`src/rtl/mem_stage_pkg.sv`:
```
// Shared definitions for the memory stage: RISC-V load/store funct3 codes,
// FSM state encodings and the alignment check.
package mem_stage_pkg;

  localparam logic [2:0] FNC_LB  = 3'b000;
  localparam logic [2:0] FNC_LH  = 3'b001;
  localparam logic [2:0] FNC_LW  = 3'b010;
  localparam logic [2:0] FNC_LBU = 3'b100;
  localparam logic [2:0] FNC_LHU = 3'b101;
  localparam logic [2:0] FNC_SB  = 3'b000;
  localparam logic [2:0] FNC_SH  = 3'b001;
  localparam logic [2:0] FNC_SW  = 3'b010;

  typedef enum logic [1:0] {
    MemIdle,
    MemReq,
    MemWait
  } mem_state_e;

  // Undefined funct3 values decode as word accesses, so they need word alignment.
  function automatic logic is_misaligned(logic [2:0] func3, logic [1:0] addr);
    return ((func3[1:0] == 2'b01) && addr[0]) || (func3[1] && (addr != 2'b00));
  endfunction

endpackage

```
`src/rtl/mem_stage_load_align.sv`:
```
// Picks the addressed byte/halfword out of a read word and sign/zero-extends it.
module mem_stage_load_align
  import mem_stage_pkg::*;
(
  input  logic [31:0] rdata,
  input  logic [1:0]  addr,
  input  logic [2:0]  func3,
  output logic [31:0] data
);

  logic [7:0]  byte_sel;
  logic [15:0] half_sel;

  always_comb begin
    case (addr)
      2'd0:    byte_sel = rdata[7:0];
      2'd1:    byte_sel = rdata[15:8];
      2'd2:    byte_sel = rdata[23:16];
      default: byte_sel = rdata[31:24];
    endcase
    half_sel = addr[1] ? rdata[31:16] : rdata[15:0];
  end

  always_comb begin
    case (func3)
      FNC_LB:  data = {{24{byte_sel[7]}}, byte_sel};
      FNC_LBU: data = {24'b0, byte_sel};
      FNC_LH:  data = {{16{half_sel[15]}}, half_sel};
      FNC_LHU: data = {16'b0, half_sel};
      default: data = rdata;
    endcase
  end

endmodule

```
`src/rtl/mem_stage.sv`:
```
// Memory pipeline stage: executes loads/stores over a req/gnt/rvalid port and
// registers the writeback bundle; stalls upstream while an access is in flight.
module mem_stage
  import mem_stage_pkg::*;
#(
  parameter int unsigned DWIDTH = 32,
  parameter int unsigned AWIDTH = 32
) (
  input  logic              clk,
  input  logic              rst,
  input  logic              in_valid,
  output logic              in_ready,
  input  logic [DWIDTH-1:0] in_alu_out,
  input  logic [DWIDTH-1:0] in_store_data,
  input  logic [2:0]        in_func3,
  input  logic              in_is_load,
  input  logic              in_is_store,
  input  logic              in_csr_rd,
  input  logic [DWIDTH-1:0] in_csr_data,
  input  logic [4:0]        in_rd,
  input  logic              in_reg_we,
  output logic              mem_req,
  output logic [3:0]        mem_we,
  output logic [AWIDTH-1:0] mem_addr,
  output logic [DWIDTH-1:0] mem_wdata,
  input  logic              mem_gnt,
  input  logic              mem_rvalid,
  input  logic [DWIDTH-1:0] mem_rdata,
  output logic              wb_valid,
  output logic              wb_we,
  output logic [4:0]        wb_rd,
  output logic [DWIDTH-1:0] wb_data,
  output logic              misalign
);

  mem_state_e        state_q, state_d;
  logic [1:0]        addr_lo_q, addr_lo_d;
  logic [2:0]        func3_q, func3_d;
  logic              is_store_q, is_store_d;
  logic              reg_we_q, reg_we_d;
  logic              mem_req_d;
  logic [3:0]        mem_we_d;
  logic [AWIDTH-1:0] mem_addr_d;
  logic [DWIDTH-1:0] mem_wdata_d;
  logic              wb_valid_d, wb_we_d, misalign_d;
  logic [4:0]        wb_rd_d;
  logic [DWIDTH-1:0] wb_data_d;
  logic [3:0]        st_we;
  logic [DWIDTH-1:0] st_wdata;
  logic [DWIDTH-1:0] load_val;

  assign in_ready = (state_q == MemIdle);

  mem_stage_load_align u_load_align (
    .rdata (mem_rdata),
    .addr  (addr_lo_q),
    .func3 (func3_q),
    .data  (load_val)
  );

  always_comb begin
    case (in_func3)
      FNC_SB: begin
        st_we    = 4'b0001 << in_alu_out[1:0];
        st_wdata = {4{in_store_data[7:0]}};
      end
      FNC_SH: begin
        st_we    = 4'b0011 << {in_alu_out[1], 1'b0};
        st_wdata = {2{in_store_data[15:0]}};
      end
      default: begin
        st_we    = 4'b1111;
        st_wdata = in_store_data;
      end
    endcase
  end

  always_comb begin
    state_d     = state_q;
    addr_lo_d   = addr_lo_q;
    func3_d     = func3_q;
    is_store_d  = is_store_q;
    reg_we_d    = reg_we_q;
    mem_req_d   = mem_req;
    mem_we_d    = mem_we;
    mem_addr_d  = mem_addr;
    mem_wdata_d = mem_wdata;
    wb_valid_d  = 1'b0;
    misalign_d  = 1'b0;
    wb_we_d     = wb_we;
    wb_rd_d     = wb_rd;
    wb_data_d   = wb_data;
    case (state_q)
      MemIdle: begin
        if (in_valid) begin
          addr_lo_d  = in_alu_out[1:0];
          func3_d    = in_func3;
          is_store_d = in_is_store;
          reg_we_d   = in_reg_we;
          wb_rd_d    = in_rd;
          if (!(in_is_load || in_is_store)) begin
            wb_valid_d = 1'b1;
            wb_we_d    = in_reg_we;
            wb_data_d  = in_csr_rd ? in_csr_data : in_alu_out;
          end else if (is_misaligned(in_func3, in_alu_out[1:0])) begin
            wb_valid_d = 1'b1;
            wb_we_d    = 1'b0;
            misalign_d = 1'b1;
          end else begin
            state_d     = MemReq;
            mem_req_d   = 1'b1;
            mem_addr_d  = {in_alu_out[AWIDTH-1:2], 2'b00};
            // A store wins when both load and store are flagged.
            mem_we_d    = in_is_store ? st_we : 4'b0000;
            mem_wdata_d = st_wdata;
          end
        end
      end
      MemReq: begin
        if (mem_gnt) begin
          mem_req_d = 1'b0;
          mem_we_d  = 4'b0000;
          if (is_store_q) begin
            wb_valid_d = 1'b1;
            wb_we_d    = 1'b0;
            state_d    = MemIdle;
          end else begin
            state_d = MemWait;
          end
        end
      end
      MemWait: begin
        if (mem_rvalid) begin
          wb_valid_d = 1'b1;
          wb_we_d    = reg_we_q;
          wb_data_d  = load_val;
          state_d    = MemIdle;
        end
      end
      default: state_d = MemIdle;
    endcase
  end

  always_ff @(posedge clk or posedge rst) begin
    if (rst) begin
      state_q    <= MemIdle;
      addr_lo_q  <= 2'b00;
      func3_q    <= 3'b000;
      is_store_q <= 1'b0;
      reg_we_q   <= 1'b0;
      mem_req    <= 1'b0;
      mem_we     <= 4'b0000;
      mem_addr   <= '0;
      mem_wdata  <= '0;
      wb_valid   <= 1'b0;
      wb_we      <= 1'b0;
      wb_rd      <= 5'd0;
      wb_data    <= '0;
      misalign   <= 1'b0;
    end else begin
      state_q    <= state_d;
      addr_lo_q  <= addr_lo_d;
      func3_q    <= func3_d;
      is_store_q <= is_store_d;
      reg_we_q   <= reg_we_d;
      mem_req    <= mem_req_d;
      mem_we     <= mem_we_d;
      mem_addr   <= mem_addr_d;
      mem_wdata  <= mem_wdata_d;
      wb_valid   <= wb_valid_d;
      wb_we      <= wb_we_d;
      wb_rd      <= wb_rd_d;
      wb_data    <= wb_data_d;
      misalign   <= misalign_d;
    end
  end

endmodule
```
`config.mk`:
```
export PLATFORM = sky130hd
export DESIGN_NAME = mem_stage
export DESIGN_NICKNAME = d
export VERILOG_FILES = /design/src/rtl/mem_stage_pkg.sv /design/src/rtl/mem_stage_load_align.sv /design/src/rtl/mem_stage.sv
export SDC_FILE = /design/constraint.sdc
export NUM_CORES = 1
export LEC_CHECK = 0
export BUFFER_PORTS_ARGS = -buffer_cell sky130_fd_sc_hd__buf_2
export CORE_MARGIN = 2
export CORE_UTILIZATION = 37
export DETAILED_ROUTE_END_ITERATION = 8
export PLACE_DENSITY = 0.66
export SKIP_LAST_GASP = 1
export SYNTH_ARGS = -nofsm -noshare
export SYNTH_HDL_FRONTEND = slang
export SYNTH_SLANG_ARGS = --single-unit
```
`constraint.sdc`:
```
create_clock -name clk -period 4.2 [get_ports clk]
set_input_delay 0.21 -clock clk [delete_from_list [all_inputs] [get_ports clk]]
set_output_delay 0.21 -clock clk [all_outputs]
set_load 0.01 [all_outputs]
```
**After elaboration in Yosys (flattened, before gate mapping)**

Cells that the tools add are included.

- Output and inout bits: 110
- Logic and storage cells: 97
- Register bits: 116
- Input bits: 145

- Muxes and demuxes: 45
- Bitwise operators: 1
- Shifts and indexed selects: 2
- Reductions and logical operators: 18
- Equal/unequal tests: 17

Operator list:

| cell | count |
|---|---|
| 32-bit two-way mux | 4 |
| 32-bit one-hot mux with 2 select lines | 2 |
| 32-bit one-hot mux with 4 select lines | 1 |
| 8-bit one-hot mux with 3 select lines | 1 |
| 4-bit two-way mux | 5 |
| 1-bit two-way mux | 19 |
| 16-bit two-way mux | 1 |
| 4-bit one-hot mux with 2 select lines | 2 |
| 2-bit two-way mux | 6 |
| 2-bit inequality test, second input constant | 6 |
| 5-bit AND reduction | 2 |
| 4-bit AND reduction | 2 |
| 2-bit by 1-bit equality test with 1-bit output, second input constant | 3 |
| 3-bit by 1-bit equality test with 1-bit output, second input constant | 2 |
| 3-bit equality test, second input constant | 2 |
| 3-bit logical NOT | 2 |
| 1-bit one-hot mux with 3 select lines | 2 |
| 2-bit one-hot mux with 3 select lines | 1 |
| 6-bit AND reduction | 1 |
| 2-bit nonzero test | 3 |
| 2-bit equality test, second input constant | 2 |
| 2-bit logical NOT | 2 |
| 1-bit by 2-bit left shift with 4-bit output, first input constant | 1 |
| 2-bit by 2-bit left shift with 4-bit output, first input constant | 1 |
| 8 further kinds | 10 |

**Logic depth before layout (Yosys ltp)**

- Depth after elaboration: 7
- Mapped depth: 9

**Modules after synthesis**

A second synthesis with hierarchy kept.

- Cell total of the unflattened synthesis: 728
- Area total of the unflattened synthesis: 6448.7 um^2

By module, submodules not included:

| module | area an instance (um^2) | seq. area each (um^2) | instances | cells each |
|---|---|---|---|---|
| mem_stage | 5479.0 | 2902.8 | 1 | 595 |
| mem_stage_load_align | 969.7 | 0.0 | 1 | 133 |

**Least setup slack after synthesis**

OpenSTA, ideal clock, no wires.

- Path kind: reg-to-reg
- Start: register state_q[0]
- End: register mem_wdata[21]
- Required time: 4065 ps
- Arrival: 1980 ps
- Clock period less this slack: 2115 ps
- Slack: 2085 ps
- Stages on the path, launching flop included: 10
- Cell sequence: dfrtp_1 inv_1 ha_1 buf_2 nand2_1 nand4b_1 clkbuf_1 clkbuf_1 nand2_1 o21ai_0

- Word-level cells in the longest chain between the ends: 2

Ends and longest elaborated chain:

| what | line | text |
|---|---|---|
| start, declared | mem_stage.sv:36 | `mem_state_e state_q, state_d;` |
| start signal, assigned | mem_stage.sv:146 | `state_q <= MemIdle;` |
| start signal, assigned | mem_stage.sv:161 | `state_q <= state_d;` |
| 2-bit logical NOT | n/a |  |
| net in_ready | mem_stage.sv:12 | `output logic in_ready,` |
| 4-bit AND reduction (no source line) | n/a |  |
| end signal, assigned | mem_stage.sv:169 | `mem_wdata <= mem_wdata_d;` |
| end, declared | mem_stage.sv:25 | `output logic [DWIDTH-1:0] mem_wdata,` |

The timed path passes the listed nets, and every way through them passes these cells.
A chain may end at the register's enable or synchronous reset.

**Worst setup path after layout**

- Start: register state_q[1]
- End: register mem_we[0]

- Word-level cells in the longest chain between the ends: 3
- Elaborated cells on any way between the ends: 9

Ends and longest elaborated chain:

| what | line | text |
|---|---|---|
| 2-bit by 1-bit equality test with 1-bit output / 2-bit logical NOT (equally long branches) | mem_stage.sv:93 | `case (state_q)` |
| 2-bit inequality test (no source line), or another cell as far along | n/a |  |
| 5-bit AND reduction (no source line) | n/a |  |
| end signal, assigned | mem_stage.sv:167 | `mem_we <= mem_we_d;` |
| end, declared | mem_stage.sv:23 | `output logic [3:0] mem_we,` |

Several ways; a longest one is shown, not always the timed one.

==> flow_summary.toml <==
[logic_synthesis]
syn-mean-instance-area_sq_um = 10.7
synth_area_sq_um = 5980
synth_edf_count = 0
async_flop_share = 1.00
synth_simple_gate_area_share = 0.0952
register_area_share_after_synthesis = 0.485
adder_cell_fraction_of_synth_area = 0.0105
synth_top_family_by_area = "multiplexers"
synth_compound_area_frac = 0.162
synthesis.yosys.warnings = 0
ys_dominant_reg_cell = "dfrtp_1"
ys_seq_elements = 116
unique_cell_type_count_in_the_yosys_netlist = 47
synth_xor_area_frac = 0
synthCells = 557
muxShareOfSynthArea = 0.205

[clock_tree]
cts_htree_levels = 4
cts_resized = 0
clk_root_buffer_cell = "clkbuf_16"
setup_fix_buffers_added_after_clock_tree_synthesis = 0
path_clk_slew_ns = 0.05
clk_path_buf_depth = 2
cts_hold_repair.buffers = 1
clkLatencyLatePin_ns = 0.41
cts_tree = "built"
cts.sink_count = 116
clock_buffers_created_by_tritoncts = 17

[place]
io_buffer_count = 252
numPlacedInstances = 991
dp_hpwl_mm = 13.6
gp_routability_congestion = 0.895
placed_area_sq_um = 7370

[timing]
achievable-frequency_mhz = 341
timing_max_transition_violations_final = 0
final.setup.tns_ns = 0
worst_pin_slew_ns = 1.21
unrepaired_setup_endpoints_after_global_routing = "no"
final_min_period_over_clock_period = 0.698
max_slew_margin = 0.195
timing.final.crit_period_ns = 2.93
finalSetupViolations = 0
worst_clock_skew_ns = 0.0108
final-hold-violation-count = 0

[global_route]
grt-ovfl-total = 0
largest_net_degree_at_the_start_of_global_routing = 72
first_global_vias = 5239
grt_antenna_before_repair = 2
grt_first_pass_wirelength_mm = 28.8
grt_use_total = 0.211

[setup_path]
timing.critical_path.depth = 7
crit_path_cell_trace = "inv_1 > ha_1 > nand2_1 > nand4b_1 > buf_4 > nor3b_1 > a22o_1"
setup.worst_path.start_class = "flip-flop"
critPathLaunch = "state_q[1]"
crit_path_end = "mem_we[0]"
setup.reg_to_reg.worst_slack_ns = 1.27
critical-path-max-stage-delay_ns = 0.53
r2r-end = "mem_we[0]"
cp_top_family = "simple AND/OR/NAND/NOR gates"
crit_path_end_kind = "flip-flop"
timing.reg2reg.worst_path_depth = 7
critical_path_buf_inv_count = 2
worst-path-max-fanout = 71
worstSetupPathType = "flip-flop to flip-flop"
required_ns = 4.54
cp_data_arrival_time_ns = 3.27
crit_slowest_cell = "nor3b_1"
crit-reg2reg-launch = "state_q[1]"

[final_layout]
final.fill_count = 1467
share_of_cells_above_drive_strength_1 = 0.428
stdcell_area_sq_um = 7960
layout.area.seq_sq_um = 2900
most-common-layout-cells = "buf_2, dfrtp_1, nand2_1, mux2i_1, o21ai_0"
multiInputGateArea_sq_um = 2840
finish.utilization = 0.503
most_common_cell_after_layout_fill_and_taps_aside = "buf_2"
final-instance-count-excl-fill = 1027
num-nets-final = 945
signed_area_change_from_the_synthesized_netlist_to_the_final_layout_pct = 33.1

[floorplan]
horizontal_extent_of_the_die_um = 131
design.portCount = 255
placement_rows = 46
initial_core_utilization = 0.378
core_area_sq_um = 15800
fp.dieArea_sq_um = 17200
fp.dieH_um = 131

[route]
routed_wirelength_mm = 17.9
drt_drc_violations_left = 0
avgRoutedWirePerCell_um = 17.4
via_per_inst = 5.09
detail_route.first_pass.iterations = 5
via_count = 5232
antenna_violating_nets_post_route = 0
initialDrtViolationCount = 258

[pwr]
peakVddDrop_v = 0.000358
power-per-cell-area_nw_per_um2 = 736
p_leak_nw = 3.86

[hold_path]
worst_hold_path_type = "primary input to flip-flop"

[run]
max_cap_violations = 0

[run_status]
outcome = "complete, no violations"
## layout make-up
| type | instances | share of cell area |
|---|---|---|
| antenna | 3 | 0.000943 |
| clock buffer | 23 | 0.0588 |
| clock inverter | 9 | 0.0130 |
| inverter | 16 | 0.00786 |
| multi-input combinational | 386 | 0.356 |
| sequential | 116 | 0.365 |
| tap | 216 | 0.0340 |
| timing repair buffer | 258 | 0.164 |
## cell families (layout without fill, tap and decap cells)
logic type | after synthesis | after routing
AO/OA/AOI/OAI | 142 | 142
adder cells (fa/ha/maj) | 5 | 5
buffers and inverters | 56 | 306
flip-flops | 116 | 116
multiplexers | 116 | 116
other | 1 | 5
AND/OR/NAND/NOR | 121 | 121
## power breakdown
part	internal [W]	switching (W)
clock	0.000901	0.000505
sequential	0.00168	0.000356
combinational	0.00111	0.00131
## synthesized netlist by cell type (2+ instances only)
library cell / n / area (sq um)
a211oi_1: 2 / 15.0
a21oi_1: 10 / 50.1
a221o_1: 2 / 20.0
a22o_1: 11 / 96.3
a31oi_1: 2 / 12.5
a32oi_1: 7 / 61.3
and2_1: 7 / 43.8
buf_1: 4 / 15.0
buf_2: 5 / 25.0
buf_4: 2 / 15.0
buf_6: 3 / 33.8
clkbuf_1: 26 / 97.6
dfrtp_1: 116 / 2900
ha_1: 5 / 62.6
inv_1: 15 / 56.3
mux2_2: 54 / 608
mux2i_1: 62 / 621
nand2_1: 68 / 255
nand2b_1: 2 / 12.5
nand3_1: 4 / 20.0
nor2_1: 9 / 33.8
nor2b_1: 14 / 87.6
nor3_1: 2 / 10.0
nor3b_1: 2 / 15.0
nor4_1: 7 / 43.8
o211ai_1: 6 / 45.0
o21ai_0: 59 / 295
o22a_1: 16 / 140
o22ai_1: 7 / 43.8
o311ai_0: 4 / 35.0
o311ai_1: 2 / 17.5
o31ai_1: 7 / 52.6
## sequential cells by signal (all words and copies together) (netlist names)
register / cells
misalign: 1
reg_we_q: 1
wb_data: 32
is_store_q: 1
wb_we: 1
mem_addr: 30
wb_valid: 1
mem_req: 1
wb_rd: 5
mem_we: 4
state_q: 2
func3_q: 3
addr_lo_q: 2
mem_wdata: 32
## routing by layer
layer,GRT usage,part of all wire
met5,0,0
met1,0.272,0.43
met4,0.0761,0.023
met2,0.337,0.48
met3,0.0637,0.074
## through the flow
stage | setup slack (ns) | total power, W | hold slack (ns)
finish | 1.27 | 0.00586 | 0.0368
global route | 0.994 | 0.00626 | 0.0307
CTS | 1.30 | 0.00591 | 0.0190
detailed placement | 1.32 | 0.00447 | 0.404
global placement | 1.46 | 0.00443 | 0.400
floorplan | 0.918 | 0.00357 | 0.361
## worst min path at each step
stage,to,startpoint,cells after the start,slack [ns]
6_report,wb_rd[4],in_rd[4],2,0.04
4_1_cts,wb_rd[4],in_rd[4],2,0.02
5_1_grt,wb_rd[2],in_rd[2],2,0.03
2_1_floorplan,wb_rd[0],in_rd[0],1,0.36
3_3_place_gp,mem_addr[2],rst,2,0.40
3_5_place_dp,mem_addr[27],rst,2,0.40
Note: power is estimated with default switching activity, not from simulation.
